==> src/rtl/move_sequencer_if.sv <==
// Move/engine handshake bundle for the match-3 move sequencer.
// master: the sequencer. slave: the UI and board engines around it.
interface move_sequencer_if #(
  parameter int SCORE_W = 16
);
  // Move request
  logic               move_valid;
  logic               move_ready;
  logic [2:0]         move_r0;
  logic [2:0]         move_c0;
  logic [2:0]         move_r1;
  logic [2:0]         move_c1;
  // Board swap command
  logic               swap_en;
  logic [2:0]         swap_r0;
  logic [2:0]         swap_c0;
  logic [2:0]         swap_r1;
  logic [2:0]         swap_c1;
  // Engine start/done pairs
  logic               match_start;
  logic               match_done;
  logic               match_found;
  logic [6:0]         match_count;
  logic               clear_start;
  logic               clear_done;
  logic               refresh_start;
  logic               refresh_done;
  // Status
  logic               busy;
  logic               move_done;
  logic               move_rejected;
  logic               seq_error;
  logic [SCORE_W-1:0] score;
  logic [2:0]         combo;

  modport master (
    input  move_valid, move_r0, move_c0, move_r1, move_c1,
    input  match_done, match_found, match_count, clear_done, refresh_done,
    output move_ready, swap_en, swap_r0, swap_c0, swap_r1, swap_c1,
    output match_start, clear_start, refresh_start,
    output busy, move_done, move_rejected, seq_error, score, combo
  );

  modport slave (
    output move_valid, move_r0, move_c0, move_r1, move_c1,
    output match_done, match_found, match_count, clear_done, refresh_done,
    input  move_ready, swap_en, swap_r0, swap_c0, swap_r1, swap_c1,
    input  match_start, clear_start, refresh_start,
    input  busy, move_done, move_rejected, seq_error, score, combo
  );
endinterface

==> src/rtl/move_sequencer.sv <==
// Step controller for the 8x8 match-3 board: takes one swap move, runs
// swap -> match -> clear -> refresh until the board settles, reverts
// illegal moves, and keeps a saturating score plus cascade counter.
//
// Handshake: a move is accepted on a rising edge where move_valid and
// move_ready are both high; move_ready is high only while idle, and a
// request seen while busy is dropped, not queued. Every *_start is a
// one-cycle pulse, only one is outstanding at a time, and a *_done is
// honoured only in the state waiting for it.
module move_sequencer #(
  parameter int SCORE_W   = 16,
  parameter int COMBO_MAX = 7,
  parameter int TIMEOUT   = 1023
) (
  input  logic             clk,
  input  logic             rst_n,
  move_sequencer_if.master bus,
  output logic [2:0]       dbg_state
);

  typedef enum logic [2:0] {
    IDLE, CHECK, SWAP, MATCH_W, CLEAR_W, REFR_W, UNSWAP, FINISH
  } state_t;

  localparam int WD_W = $clog2(TIMEOUT + 1);
  localparam int PW   = SCORE_W + 3;

  state_t             state;
  logic [WD_W-1:0]    wdog;
  logic [2:0]         r0, c0, r1, c1;
  logic               adj_q;
  logic [SCORE_W-1:0] score;
  logic [2:0]         combo;
  logic               ready, busy, seq_error;
  logic               swap_en, match_start, clear_start, refresh_start;
  logic               move_done, move_rejected;

  logic [2:0]         dr, dc;
  logic               adjacent;
  logic [PW-1:0]      product, sum;
  logic [SCORE_W-1:0] score_next;
  logic [2:0]         combo_next;
  logic               wd_expired;

  // Adjacency of the requested cells: Manhattan distance of exactly one.
  always_comb begin
    dr       = (bus.move_r0 >= bus.move_r1) ? bus.move_r0 - bus.move_r1 : bus.move_r1 - bus.move_r0;
    dc       = (bus.move_c0 >= bus.move_c1) ? bus.move_c0 - bus.move_c1 : bus.move_c1 - bus.move_c0;
    adjacent = (({1'b0, dr} + {1'b0, dc}) == 4'd1);
  end

  // Score uses the pre-increment combo; widened product saturates into SCORE_W.
  always_comb begin
    product    = PW'(bus.match_count) * PW'({1'b0, combo} + 4'd1);
    sum        = PW'(score) + product;
    score_next = (sum > PW'({SCORE_W{1'b1}})) ? {SCORE_W{1'b1}} : sum[SCORE_W-1:0];
    combo_next = (combo >= 3'(COMBO_MAX)) ? 3'(COMBO_MAX) : combo + 3'd1;
    wd_expired = (wdog == WD_W'(TIMEOUT - 1));
  end

  // Sequencer FSM with registered pulses, status, score and watchdog.
  always_ff @(posedge clk) begin
    if (!rst_n) begin
      state         <= IDLE;
      wdog          <= '0;
      {r0, c0, r1, c1} <= '0;
      adj_q         <= 1'b0;
      score         <= '0;
      combo         <= '0;
      ready         <= 1'b1;
      busy          <= 1'b0;
      seq_error     <= 1'b0;
      swap_en       <= 1'b0;
      match_start   <= 1'b0;
      clear_start   <= 1'b0;
      refresh_start <= 1'b0;
      move_done     <= 1'b0;
      move_rejected <= 1'b0;
    end else begin
      swap_en       <= 1'b0;
      match_start   <= 1'b0;
      clear_start   <= 1'b0;
      refresh_start <= 1'b0;
      move_done     <= 1'b0;
      move_rejected <= 1'b0;
      case (state)
        IDLE: if (bus.move_valid) begin
          r0    <= bus.move_r0;
          c0    <= bus.move_c0;
          r1    <= bus.move_r1;
          c1    <= bus.move_c1;
          adj_q <= adjacent;
          combo <= '0;
          // A non-adjacent move is flagged during the CHECK cycle itself.
          move_rejected <= ~adjacent;
          ready <= 1'b0;
          busy  <= 1'b1;
          state <= CHECK;
        end
        CHECK: if (adj_q) begin
          swap_en <= 1'b1;
          state   <= SWAP;
        end else begin
          ready <= 1'b1;
          busy  <= 1'b0;
          state <= IDLE;
        end
        SWAP: begin
          match_start <= 1'b1;
          wdog        <= '0;
          state       <= MATCH_W;
        end
        MATCH_W: if (bus.match_done) begin
          if (bus.match_found) begin
            score       <= score_next;
            combo       <= combo_next;
            clear_start <= 1'b1;
            wdog        <= '0;
            state       <= CLEAR_W;
          end else if (combo == 3'd0) begin
            swap_en       <= 1'b1;
            move_rejected <= 1'b1;
            state         <= UNSWAP;
          end else begin
            move_done <= 1'b1;
            state     <= FINISH;
          end
        end else if (wd_expired) begin
          seq_error <= 1'b1;
          ready     <= 1'b1;
          busy      <= 1'b0;
          state     <= IDLE;
        end else begin
          wdog <= wdog + 1'b1;
        end
        CLEAR_W: if (bus.clear_done) begin
          refresh_start <= 1'b1;
          wdog          <= '0;
          state         <= REFR_W;
        end else if (wd_expired) begin
          seq_error <= 1'b1;
          ready     <= 1'b1;
          busy      <= 1'b0;
          state     <= IDLE;
        end else begin
          wdog <= wdog + 1'b1;
        end
        REFR_W: if (bus.refresh_done) begin
          match_start <= 1'b1;
          wdog        <= '0;
          state       <= MATCH_W;
        end else if (wd_expired) begin
          seq_error <= 1'b1;
          ready     <= 1'b1;
          busy      <= 1'b0;
          state     <= IDLE;
        end else begin
          wdog <= wdog + 1'b1;
        end
        UNSWAP, FINISH: begin
          ready <= 1'b1;
          busy  <= 1'b0;
          state <= IDLE;
        end
        default: begin
          ready <= 1'b1;
          busy  <= 1'b0;
          state <= IDLE;
        end
      endcase
    end
  end

  assign bus.move_ready    = ready;
  assign bus.busy          = busy;
  assign bus.seq_error     = seq_error;
  assign bus.swap_en       = swap_en;
  assign bus.swap_r0       = r0;
  assign bus.swap_c0       = c0;
  assign bus.swap_r1       = r1;
  assign bus.swap_c1       = c1;
  assign bus.match_start   = match_start;
  assign bus.clear_start   = clear_start;
  assign bus.refresh_start = refresh_start;
  assign bus.move_done     = move_done;
  assign bus.move_rejected = move_rejected;
  assign bus.score         = score;
  assign bus.combo         = combo;
  assign dbg_state         = state;

endmodule

==> src/flat_wrapper.sv <==
// flat-port wrapper written by rule: the top's interface ports become plain ports
module move_sequencer_flat 
#(
  parameter int SCORE_W   = 16,
  parameter int COMBO_MAX = 7,
  parameter int TIMEOUT   = 1023
)
  (clk, rst_n, dbg_state, bus_move_valid, bus_move_r0, bus_move_c0, bus_move_r1, bus_move_c1, bus_match_done, bus_match_found, bus_match_count, bus_clear_done, bus_refresh_done, bus_move_ready, bus_swap_en, bus_swap_r0, bus_swap_c0, bus_swap_r1, bus_swap_c1, bus_match_start, bus_clear_start, bus_refresh_start, bus_busy, bus_move_done, bus_move_rejected, bus_seq_error, bus_score, bus_combo);
  move_sequencer_if #(.SCORE_W(SCORE_W)) bus_i ();
  input  logic clk;
  input  logic rst_n;
  output logic [2:0] dbg_state;
  input wire logic [$bits(bus_i.move_valid)-1:0] bus_move_valid;
  input wire logic [$bits(bus_i.move_r0)-1:0] bus_move_r0;
  input wire logic [$bits(bus_i.move_c0)-1:0] bus_move_c0;
  input wire logic [$bits(bus_i.move_r1)-1:0] bus_move_r1;
  input wire logic [$bits(bus_i.move_c1)-1:0] bus_move_c1;
  input wire logic [$bits(bus_i.match_done)-1:0] bus_match_done;
  input wire logic [$bits(bus_i.match_found)-1:0] bus_match_found;
  input wire logic [$bits(bus_i.match_count)-1:0] bus_match_count;
  input wire logic [$bits(bus_i.clear_done)-1:0] bus_clear_done;
  input wire logic [$bits(bus_i.refresh_done)-1:0] bus_refresh_done;
  output wire logic [$bits(bus_i.move_ready)-1:0] bus_move_ready;
  output wire logic [$bits(bus_i.swap_en)-1:0] bus_swap_en;
  output wire logic [$bits(bus_i.swap_r0)-1:0] bus_swap_r0;
  output wire logic [$bits(bus_i.swap_c0)-1:0] bus_swap_c0;
  output wire logic [$bits(bus_i.swap_r1)-1:0] bus_swap_r1;
  output wire logic [$bits(bus_i.swap_c1)-1:0] bus_swap_c1;
  output wire logic [$bits(bus_i.match_start)-1:0] bus_match_start;
  output wire logic [$bits(bus_i.clear_start)-1:0] bus_clear_start;
  output wire logic [$bits(bus_i.refresh_start)-1:0] bus_refresh_start;
  output wire logic [$bits(bus_i.busy)-1:0] bus_busy;
  output wire logic [$bits(bus_i.move_done)-1:0] bus_move_done;
  output wire logic [$bits(bus_i.move_rejected)-1:0] bus_move_rejected;
  output wire logic [$bits(bus_i.seq_error)-1:0] bus_seq_error;
  output wire logic [$bits(bus_i.score)-1:0] bus_score;
  output wire logic [$bits(bus_i.combo)-1:0] bus_combo;
  assign bus_i.move_valid = bus_move_valid;
  assign bus_i.move_r0 = bus_move_r0;
  assign bus_i.move_c0 = bus_move_c0;
  assign bus_i.move_r1 = bus_move_r1;
  assign bus_i.move_c1 = bus_move_c1;
  assign bus_i.match_done = bus_match_done;
  assign bus_i.match_found = bus_match_found;
  assign bus_i.match_count = bus_match_count;
  assign bus_i.clear_done = bus_clear_done;
  assign bus_i.refresh_done = bus_refresh_done;
  assign bus_move_ready = bus_i.move_ready;
  assign bus_swap_en = bus_i.swap_en;
  assign bus_swap_r0 = bus_i.swap_r0;
  assign bus_swap_c0 = bus_i.swap_c0;
  assign bus_swap_r1 = bus_i.swap_r1;
  assign bus_swap_c1 = bus_i.swap_c1;
  assign bus_match_start = bus_i.match_start;
  assign bus_clear_start = bus_i.clear_start;
  assign bus_refresh_start = bus_i.refresh_start;
  assign bus_busy = bus_i.busy;
  assign bus_move_done = bus_i.move_done;
  assign bus_move_rejected = bus_i.move_rejected;
  assign bus_seq_error = bus_i.seq_error;
  assign bus_score = bus_i.score;
  assign bus_combo = bus_i.combo;
  move_sequencer #(.SCORE_W(SCORE_W), .COMBO_MAX(COMBO_MAX), .TIMEOUT(TIMEOUT)) u_core (.clk(clk), .rst_n(rst_n), .bus(bus_i), .dbg_state(dbg_state));
endmodule
==> config.mk <==
export PLATFORM = sky130hd
export DESIGN_NAME = move_sequencer_flat
export DESIGN_NICKNAME = d
export VERILOG_FILES = /design/src/rtl/move_sequencer_if.sv /design/src/rtl/move_sequencer.sv /design/src/flat_wrapper.sv
export SDC_FILE = /design/constraint.sdc
export NUM_CORES = 1
export LEC_CHECK = 0
export ABC_AREA = 1
export CAP_MARGIN = 40
export CORE_MARGIN = 2
export CORE_UTILIZATION = 40
export CTS_BUF_LIST = sky130_fd_sc_hd__clkbuf_8
export CTS_CLUSTER_SIZE = 25
export DETAILED_ROUTE_END_ITERATION = 10
export PLACE_DENSITY = 0.72
export REMOVE_ABC_BUFFERS = 1
export SLEW_MARGIN = 5
export SYNTH_ARGS = -nofsm -noshare
export SYNTH_HDL_FRONTEND = slang
export SYNTH_SLANG_ARGS = --single-unit
==> constraint.sdc <==
create_clock -name clk -period 4.2 [get_ports clk]
set_input_delay 1.05 -clock clk [delete_from_list [all_inputs] [get_ports clk]]
set_output_delay 1.05 -clock clk [all_outputs]
set_load 0.05 [all_outputs]
==> results.ini <==
[power_and_ir_drop]
powerDensity_nw_per_um2 = 257
p_leak_nw = 2.86
max-vdd-ir-drop_uv = 142

[status]
run_status = completed

[die]
io-pin-count = 69
dieArea_um2 = 11800
die_h_um = 109
start_util_pct = 40.7
fp.dieW_um = 109
fp.coreArea_um2 = 10800
row_count = 38

[sta]
holdWs_ns = 0.458
period_minus_slack_ns = 4.02
fin_crit_sh_pct = 95.7
worst_pin_slew_ns = 0.613
maxSlewHeadroom_pct = 59.1
drv_slew = 0
tns_ns = 0
finalClockSkew_ns = 0.00550
finalSetupViolCount = 0
hold_viol = 0
fmax_mhz = 249

[logic_synthesis]
yosysSeqAreaShare_pct = 24.6
ys_ff_latch = 54
synth_edf_count = 0
avgSynthCellArea_um2 = 6.70
synthArstFlopShare_pct = 0
netlist_instances = 655
synth_cell_types = 35
yosys_warnings = 0
syn_area_um2 = 4390
ys_dominant_reg_cell = dfxtp_1

[detailed_routing]
vias = 4306
final_antenna_net_count = 0
met3WireLength_um = 570
drt_iter0_markers = 152
wl_um = 10800
avgViaCountPerCell = 4.85
firstDrtPassIters = 4
wl_met2_um = 5440
highest_layer = met4
wire_per_inst_um = 12.2
drt-met1-wl_um = 4720
drc_errors = 0

[final_layout]
area_growth_pct = 28.3
multiInputGateArea_um2 = 2810
diodes = 0
drive_gt1_share_pct = 10.0
fillers = 1013
num-nets-final = 834
regArea_um2 = 1080

[clock_network]
clk_pin_slew_worst_paths_ns = 0.10
cts_root_buffer = clkbuf_8
cts_tree = yes
insertion_delay_ns = 0.31
cts-htree-levels = 2
ctsLongestPathBuffers = 2
cts_sinks = 54
cts_buffers = 5

[global_route]
grt_util_all_layers_pct = 18.8
grt_pass1_wl_um = 18200
antenna_found_initial = 0
overflow = 0
grt_max_degree = 29
grt_pass1_vias = 4287

[hold_path]
min_path_type = flip-flop to flip-flop

[critical_path]
critPathLaunchType = input port
arrival_ns = 4.24
slowest_delay_ns = 0.55
cp-end-kind = flip-flop
crit_type = input port to flip-flop
path_common_cell = nand2_1
critPathSlowestCell = fa_1
path_cells = dlygate4sd2_1 -> nand2_1 -> inv_1 -> fa_1 -> fa_1 -> inv_1 -> fa_1 -> inv_1 -> ha_4 -> nand2_1 -> nand2_1 -> a21oi_2 -> nand2_1 -> nand2_1 -> nand2_2 -> nand2_4 -> buf_6 -> nand3_1 -> nand2_1 -> inv_1
crit_required_ns = 4.42
path_max_fanout = 5

[placement]
post-dp-hpwl_um = 8460
gp_congestion = 0.899
io_buffers = 68

[flow_run]
cap_violations = 0

routing by layer:
metal | up-vias | global-route usage (%)
li1 | 2202 | -
met1 | 2003 | 22.3
met2 | 95 | 34.9
met3 | 6 | 3.71
met4 | 0 | 4.40
met5 | - | 0
area by class of cell:
cell class,count,share of cell area (%)
Sequential cell,54,19.2
Inverter,146,9.73
Clock buffer,5,1.22
Clock inverter,2,0.244
Timing Repair Buffer,100,16.5
Tap cell,140,3.11
Multi-Input combinational cell,441,50.0
per-stage QoR:
| stage | instances | total power, mW | setup slack, ns | utilization (%) | area [um^2] |
|---|---|---|---|---|---|
| 6_report | 888 | 1.45 | 0.181 | 52.2 | 5630 |
| 5_1_grt | 888 | 1.55 | -0.0237 | 52.2 | 5630 |
| 4_1_cts | 887 | 1.45 | 0.0234 | 51.6 | 5570 |
| 3_5_place_dp | 878 | 1.12 | -0.581 | 50.0 | 5400 |
| 3_3_place_gp | 878 | 1.10 | -0.532 | 50.0 | 5400 |
| 2_1_floorplan | 641 | 0.915 | -0.216 | - | 4330 |
registers in the layout, summed over array words and instances (netlist names), 3 cells and up:
register	flops
u_core.bus.combo	3
u_core.bus.score	16
u_core.bus.swap_c0	3
u_core.bus.swap_c1	3
u_core.bus.swap_r0	3
u_core.bus.swap_r1	3
u_core.dbg_state	3
u_core.wdog	10
cells in the final DEF, fill, tap and decap left out, types with 2 or more instances in the layout:
cell / instances
xor2_1: 5
a31oi_1: 3
dlygate4sd2_1: 3
o21bai_1: 2
o21a_1: 3
nor2_1: 56
nand4_1: 5
dfxtp_1: 54
a21oi_2: 3
nor2_2: 7
nand3b_1: 3
buf_6: 2
clkbuf_8: 5
xnor2_1: 3
nor3_1: 3
nand3_1: 53
o21ai_0: 21
nand2_2: 5
nand3_2: 3
fa_1: 23
inv_2: 4
o21ai_1: 3
ha_1: 31
nand2_4: 2
nand2_1: 145
a21oi_1: 44
buf_4: 30
inv_1: 142
ha_4: 5
dlymetal6s2s_1: 2
a21o_1: 2
clkdlybuf4s50_1: 62
worst paths after layout:
check / cells past startpoint / endpoint / slack (ns) / start
max: 20 / u_core.bus.score[3] / 0.18 / bus_match_count[4]
min: 2 / u_core.bus.seq_error / 0.46 / u_core.bus.seq_error
max reg2reg: 20 / u_core.bus.score[1] / 0.25 / u_core.bus.combo[0]
min reg2reg: 2 / u_core.bus.seq_error / 0.46 / u_core.bus.seq_error
cells in the mapped netlist (2+ instances only):
master / number / area (um^2)
a21o_1: 2 / 15.0
o21ai_0: 21 / 105
nand4_1: 5 / 31.3
nand3b_1: 3 / 22.5
nor3_1: 3 / 15.0
a21oi_1: 45 / 225
xor2_1: 5 / 43.8
ha_1: 37 / 463
o21ai_1: 3 / 15.0
nor2_1: 58 / 218
nand2_1: 150 / 563
a31oi_1: 3 / 18.8
inv_1: 143 / 537
o21a_1: 3 / 22.5
inv_2: 3 / 11.3
nand2_2: 2 / 12.5
a21oi_2: 2 / 17.5
nor2_2: 5 / 31.3
dfxtp_1: 54 / 1080
clkbuf_1: 8 / 30.0
fa_1: 23 / 460
o21bai_1: 2 / 15.0
nand3_1: 55 / 275
buf_2: 5 / 25.0
xnor2_1: 4 / 35.0
or2_2: 2 / 12.5
repair_timing:
action	CTS	global route
pin swaps	9	14
setup endpoints to repair	16	16
setup buffers	2	1
hold buffers	0	0
hold endpoints to repair	0	0
gates resized for setup	19	13
cells by family after synthesis:
kind of cell	Yosys count	synth area share, %
AO/OA/AOI/OAI	84	10.4
XOR/XNOR	9	1.80
adder cells (fa/ha/maj)	60	21.0
buffers and inverters	160	13.9
flip-flops	54	24.6
AND/OR/NAND/NOR	288	28.2
critical path: cells and delay by family:
family | cells | cell delay, ns
adders and majority gates | 4 | 1.80
and+or+nand+nor | 9 | 0.66
buffers and inverters | 6 | 0.57
AOI/OAI and AO/OA | 1 | 0.15
power breakdown:
group	internal, mW	total [mW]	switching (mW)	leakage [nW]
sequential	0.532	0.549	0.0169	0.439
combinational	0.256	0.601	0.345	2.37
clock	0.116	0.299	0.183	0.0444
Power figures use the tool's default switching activity.
